--- src/rtl/spi_shift_frame.sv ---
// Parametrised SPI shift register: classic shift/rotate modes plus a FRAME mode
// that loads a word and shifts exactly `width` bits on external strobes.
module spi_shift_frame #(
   parameter int width    = 8,
   parameter bit msbFirst = 1'b1
) (
   input  logic                   clk,
   input  logic                   reset,
   input  logic [2:0]             mode,
   input  logic [width-1:0]       parallelIn,
   input  logic                   serialIn,
   input  logic                   shiftEn,
   output logic [width-1:0]       parallelOut,
   output logic                   serialOut,
   output logic                   busy,
   output logic                   frameDone,
   output logic [$clog2(width):0] count
);

   localparam int               cnt_w    = $clog2(width) + 1;
   localparam logic [cnt_w-1:0] last_cnt = cnt_w'(width - 1);

   typedef enum logic [2:0] {
      MODE_HOLD  = 3'd0,
      MODE_PLOAD = 3'd1,
      MODE_RIGHT = 3'd2,
      MODE_LEFT  = 3'd3,
      MODE_ROTR  = 3'd4,
      MODE_ROTL  = 3'd5,
      MODE_FRAME = 3'd6,
      MODE_CLEAR = 3'd7
   } mode_e;

   typedef enum logic {
      ST_IDLE,
      ST_SHIFTING
   } state_e;

   state_e           state_q, state_d;
   logic [width-1:0] data_q, data_d;
   logic [cnt_w-1:0] count_q, count_d;
   logic             busy_q, busy_d;
   logic             frame_done_q, frame_done_d;
   logic [width-1:0] frame_shift;
   mode_e            mode_in;

   assign mode_in = mode_e'(mode);

   // Frame shifts reuse LEFT or RIGHT, chosen once at elaboration.
   assign frame_shift = msbFirst ? {data_q[width-2:0], serialIn}
                                 : {serialIn, data_q[width-1:1]};

   always_comb begin
      // NOTE: every next-state signal gets a default first so no latch is inferred.
      state_d      = state_q;
      data_d       = data_q;
      count_d      = count_q;
      busy_d       = busy_q;
      frame_done_d = 1'b0;

      unique case (state_q)
         ST_IDLE: begin
            case (mode_in)
               MODE_HOLD:  data_d = data_q;
               MODE_PLOAD: data_d = parallelIn;
               MODE_RIGHT: data_d = {serialIn, data_q[width-1:1]};
               MODE_LEFT:  data_d = {data_q[width-2:0], serialIn};
               MODE_ROTR:  data_d = {data_q[0], data_q[width-1:1]};
               MODE_ROTL:  data_d = {data_q[width-2:0], data_q[width-1]};
               MODE_FRAME: begin
                  // Load edge only: a strobe coinciding with FRAME is dropped.
                  data_d  = parallelIn;
                  count_d = '0;
                  busy_d  = 1'b1;
                  state_d = ST_SHIFTING;
               end
               MODE_CLEAR: begin
                  data_d  = '0;
                  count_d = '0;
               end
               default: data_d = data_q;
            endcase
         end

         ST_SHIFTING: begin
            if (mode_in == MODE_CLEAR) begin
               data_d  = '0;
               count_d = '0;
               busy_d  = 1'b0;
               state_d = ST_IDLE;
            end else if (shiftEn) begin
               data_d  = frame_shift;
               count_d = count_q + cnt_w'(1);
               if (count_q == last_cnt) begin
                  busy_d       = 1'b0;
                  frame_done_d = 1'b1;
                  state_d      = ST_IDLE;
               end
            end
         end

         default: state_d = ST_IDLE;
      endcase
   end

   always_ff @(posedge clk or posedge reset) begin
      if (reset) begin
         state_q      <= ST_IDLE;
         data_q       <= '0;
         count_q      <= '0;
         busy_q       <= 1'b0;
         frame_done_q <= 1'b0;
      end else begin
         // NOTE: non-blocking assignments so every flop samples pre-edge values.
         state_q      <= state_d;
         data_q       <= data_d;
         count_q      <= count_d;
         busy_q       <= busy_d;
         frame_done_q <= frame_done_d;
      end
   end

   assign parallelOut = data_q;
   assign serialOut   = msbFirst ? data_q[width-1] : data_q[0];
   assign busy        = busy_q;
   assign frameDone   = frame_done_q;
   assign count       = count_q;

endmodule

--- config.mk ---
export PLATFORM = sky130hd
export DESIGN_NAME = spi_shift_frame
export DESIGN_NICKNAME = d
export VERILOG_FILES = /design/src/rtl/spi_shift_frame.sv
export SDC_FILE = /design/constraint.sdc
export NUM_CORES = 1
export LEC_CHECK = 0
export BUFFER_PORTS_ARGS = -buffer_cell sky130_fd_sc_hd__buf_2
export CAP_MARGIN = 20
export CORE_MARGIN = 2
export CORE_UTILIZATION = 36
export CTS_BUF_LIST = sky130_fd_sc_hd__clkbuf_8
export DETAILED_ROUTE_END_ITERATION = 12
export PLACE_DENSITY_LB_ADDON = 0.12
export SYNTH_ARGS = -nofsm -noshare
export SYNTH_HDL_FRONTEND = slang
export SYNTH_SLANG_ARGS = --single-unit
--- constraint.sdc ---
create_clock -name clk -period 1.7 [get_ports clk]
set_input_delay 0.17 -clock clk [delete_from_list [all_inputs] [get_ports clk]]
set_output_delay 0.17 -clock clk [all_outputs]
set_load 0.05 [all_outputs]
# ---- After elaboration in Yosys (flattened, before gate mapping)
# Index checks and enable logic that the tools add are counted.
dict set report totals {
  ff_bits 15
  input_bits 15
  output_inout_bits 15
}
dict set report classes {
  n_addsub 1
  n_eq_ne 13
  n_mux 22
  n_bitwise 1
  n_reduce_logical 6
}
# op count
set ops {}
lappend ops {{8-bit one-hot mux with 6 select lines} 1}
lappend ops {{8-bit two-way mux} 2}
lappend ops {{8-bit one-hot mux with 2 select lines} 1}
lappend ops {{3-bit == test, second input constant} 4}
lappend ops {{1-bit two-way mux} 12}
lappend ops {{4-bit two-way mux} 3}
lappend ops {{4-bit one-hot mux with 2 select lines} 1}
lappend ops {{3-bit by 2-bit == test with 1-bit output, second input constant} 2}
lappend ops {{4-bit by 1-bit adder with 4-bit output, second input constant} 1}
lappend ops {{4-bit by 3-bit == test with 1-bit output, second input constant} 1}
lappend ops {{2-bit != test, second input constant} 2}
lappend ops {{1-bit one-hot mux with 2 select lines} 2}
lappend ops {{2-bit AND reduction} 2}
lappend ops {{2-bit OR reduction} 2}
lappend ops {{3-bit by 1-bit == test with 1-bit output, second input constant} 1}
lappend ops {{3-bit logical NOT} 1}
lappend ops {{3-bit by 1-bit != test with 1-bit output, second input constant} 1}
lappend ops {{3-bit by 2-bit != test with 1-bit output, second input constant} 1}
lappend ops {{3-bit AND reduction} 1}
lappend ops {{2-bit by 1-bit != test with 1-bit output, second input constant} 1}
lappend ops {{1-bit NOT} 1}

# ---- Longest topological paths before layout
dict set report depth {
  word_depth 5
  mapped_depth 7
}

# ---- Worst setup path after synthesis
# OpenSTA, ideal clock, no wires.
dict set report synth_path {
  path_type {register to register}
  startpoint {reg state_q}
  endpoint {reg data_q[7], in the netlist parallelOut[7]}
  setup_ns 0.140
  t_arrival_ns 1.463
  setup_slack_ns 0.097
  stages_incl_launch_ff 7
  path_buffers 2
  synth_period_minus_slack_ns 1.603
  cell_sequence {dfrtp_1 -> buf_6 -> or4_4 -> o311a_4 -> buf_6 -> nand4_1 -> o311ai_1}
}
dict set report synth_between {
  elab_chain_cells 3
}
# item line_no
set synth_lines {}
lappend synth_lines {{start, declared} 39} ;# state_e state_q, state_d;
lappend synth_lines {{start signal, assigned} 115} ;# state_q <= state_d;
lappend synth_lines {{1-bit NOT} --}
lappend synth_lines {{2-bit != test (no line)} --}
lappend synth_lines {{2-bit AND reduction (no line)} --}
lappend synth_lines {{end signal, assigned} 116} ;# data_q <= data_d;
lappend synth_lines {{end, declared} 40} ;# logic [width-1:0] data_q, data_d;
# Parallel ways exist; a longest one is shown, timed or not.
# A chain may end at the register's enable or synchronous reset.

# ---- Final worst setup path
dict set report layout_path {
  startpoint {reg state_q}
  endpoint {reg data_q[2], in the netlist parallelOut[2]}
}
# The elaborated chain is that of the path after synthesis.

==> flow_summary_export.csv <==
group,metric,value,unit
route,wl_met1,1460,um
timing,finalClockSkew,0.00324,ns
place,gp_congestion,0.803,
critical_path,crit_type,"register to register",
floorplanning,die_h,61.0,um
layout,area_growth,17.5,%
logic_synthesis,ys.flop_type,"dfrtp_1",
critical_path,cp_data_required_time,1.89,ns
route,wl_met2,1550,um
logic_synthesis,ys_async_sr_fraction,100,%
logic_synthesis,ys_warn_count,0,
clock_tree,worstSkewPairLatency,0.25,ns
clock_tree,cts_tree,"built",
timing,period_share,93.9,%
logic_synthesis,ys_top_cells_by_area,"dfrtp_1 32%, nand3_1 5.6%, a221oi_1 5.2%",
timing,finalCriticalPeriod,1.60,ns
layout,finish.utilization,44.7,%
critical_path,start_kind,"register",
grt,grt_max_degree,22,
layout,fill_cells,323,
floorplanning,dieWidth,61.0,um
grt,grt_pass1_vias,1106,
critical_path,end_kind,"register",
clock_tree,cts.repair.resized,0,
floorplanning,start_util,38.0,%
place,port_buffers,29,
timing,max_freq,0.626,GHz
layout,nets,181,
floorplanning,std_cell_rows,20,
power,p_leak,0.648,nW
route,wire_per_inst,15.3,um
critical_path,arrival,1.79,ns
timing,drv_slew,0,
route,dr.pass1.iters,4,
floorplanning,ios,30,
clock_tree,clock-sinks,15,
place,hpwl,2380,um
timing,worst_pin_slew,0.608,ns
route,topRoutingLayerUsed,"met3",
grt,grt_usage,19.4,%
status,status,"complete, but fails checks",
clock_tree,cts-hold-fix-buffers,0,
power,p_per_area,1480,mW/mm^2
route,drt-vias-per-instance,5.70,
grt,grt_pass1_wl,5370,um
layout,drive_above_1_share,28.0,%
logic_synthesis,avgSynthCellArea,8.36,sq um
timing,setup_viol,0,
job,cap_viol_max_count,0,
timing,maxSlewHeadroom,59.4,%
floorplanning,dieArea,0.00372,sq mm
logic_synthesis,ys_seq_elements,15,
logic_synthesis,yosysTopAreaCell,"dfrtp_1",
timing,hold_viol,15,
layout,layout.cells.non_filler,208,
clock_tree,clk_path_buf_depth,2,
clock_tree,cts_max_level,1,
grt,grt_overflow,0,
place,dp_cells,204,
route,drc,0,
clock_tree,root_buffer,"clkbuf_8",
status,violations,"negative hold slack",
power,irDropWorstVdd,0.000685,V
clock_tree,postCtsSetupBuffers,0,
route,drt_first_iter_violations,37,
power,power,2.04,mW
logic_synthesis,synthCells,140,
route,num_vias,1185,
route,wl,3190,um
critical_path,cp_max_fo,13,
timing,whs,-0.0202,ns
logic_synthesis,synthesis.area,0.00117,sq mm
logic_synthesis,synth_cell_types,44,
hold_path,hold_path_class,"input pin to async pin",
layout,n_antenna_cell,0,
route,wl_met3,182,um
logic_synthesis,synth_edf_count,0,
timing,fin_tns_setup,0,ns
logic_synthesis,synth_seq_area_share,32.1,%
clock_tree,cts_inserted_buffers,3,
grt,antenna_found_initial,0,
route,ant_nets,0,
timing,rsz0062_at_grt,"no",
floorplanning,core,0.00308,sq mm
logic_synthesis,synth_top_area_share,32.1,%
logic_synthesis,synth_nets,156,
clock_tree,clk_pin_slew_worst_paths,0.07,ns
[Yosys cell counts, drive strengths merged (3+ instances only)]
library cell	count
a221oi	7
dfrtp	15
inv	5
o21ai	5
nor2b	4
nand3	13
clkbuf	4
nor2	15
a21oi	5
buf	10
a31oi	5
nand2	9
and3	4
xor2	3
[flip-flops by register name, indices dropped and copies added, names as in the netlist]
register     flops
busy             1
count            4
state_q          1
frameDone        1
parallelOut      8
[kinds of logic after synthesis]
family | share of synthesized area (%)
compound gates | 28.9
xor+xnor | 2.25
fa+ha+maj | 1.07
buf+inv | 8.34
flops | 32.1
mux | 3.64
simple gates | 23.7
[report_power, final]
part	leakage, nW	switching (mW)	internal, mW
logic	0.441	0.756	0.319
clock network	0.0255	0.135	0.162
registers	0.181	0.186	0.479
total	0.648	1.08	0.961
[layout make-up]
type	count	area [sq um]	share of cell area (%)
repair buffers	34	183	13.3
clock buffers	3	41.3	3.00
clock inverters	1	5.00	0.364
inverters	5	18.8	1.36
multi-input cells	106	697	50.7
flip-flops and latches	15	375	27.3
well taps	44	55.1	4.00
[worst paths after layout]
path,startpoint,endpoint,slack (ns),cells after the start
max in group asynchronous,reset,state_q,1.32,2
worst max register to register,state_q,parallelOut[2],0.10,4
worst max-delay path,state_q,parallelOut[2],0.10,4
min in group clk,parallelIn[0],parallelOut[0],0.33,3
worst min register to register,busy,busy,0.57,2
worst min-delay path,reset,frameDone,-0.02,2
[critical path, cell delays in order (launching register included)]
cell and delay (ns):
dfrtp_1 0.44, or4_4 0.59, o311a_4 0.20, and2b_1 0.21, a31o_2 0.10
[per-layer routing]
metal	vias up	track usage (%)
met5	-	0
met1	565	27.5
met2	41	30.7
met3	0	4.26
li1	579	-
met4	0	3.11
[metrics by stage]
step | instance area, sq um | setup WS (ns) | hold WS, ns
after global routing | 1380 | 0.0400 | 0.0346
final | 1380 | 0.103 | -0.0202
after global placement | 1330 | 0.185 | 0.258
after CTS | 1380 | 0.113 | 0.00244
after detailed placement | 1330 | 0.126 | 0.270
after floorplan | 1170 | 0.0973 | 0.0715
[placed cells by master, fill, tap and decap left out, types with 2 or more instances in the layout]
| cell type | count |
|---|---|
| nand3_1 | 13 |
| and3_1 | 4 |
| a31oi_1 | 5 |
| buf_2 | 29 |
| nor3_1 | 2 |
| nor2b_1 | 4 |
| mux2i_1 | 2 |
| o21ai_0 | 5 |
| a21oi_1 | 5 |
| xor2_1 | 3 |
| a211o_1 | 2 |
| mux2_2 | 2 |
| dfrtp_1 | 15 |
| o2bb2ai_1 | 2 |
| buf_4 | 5 |
| a221oi_1 | 7 |
| nand2_1 | 8 |
| inv_1 | 5 |
| a32oi_1 | 2 |
| a311o_1 | 2 |
| nor2_1 | 15 |
| clkbuf_8 | 3 |
| a31o_2 | 2 |
| o211ai_1 | 2 |
| nand2b_1 | 2 |
Power figures use the tool's default switching activity.
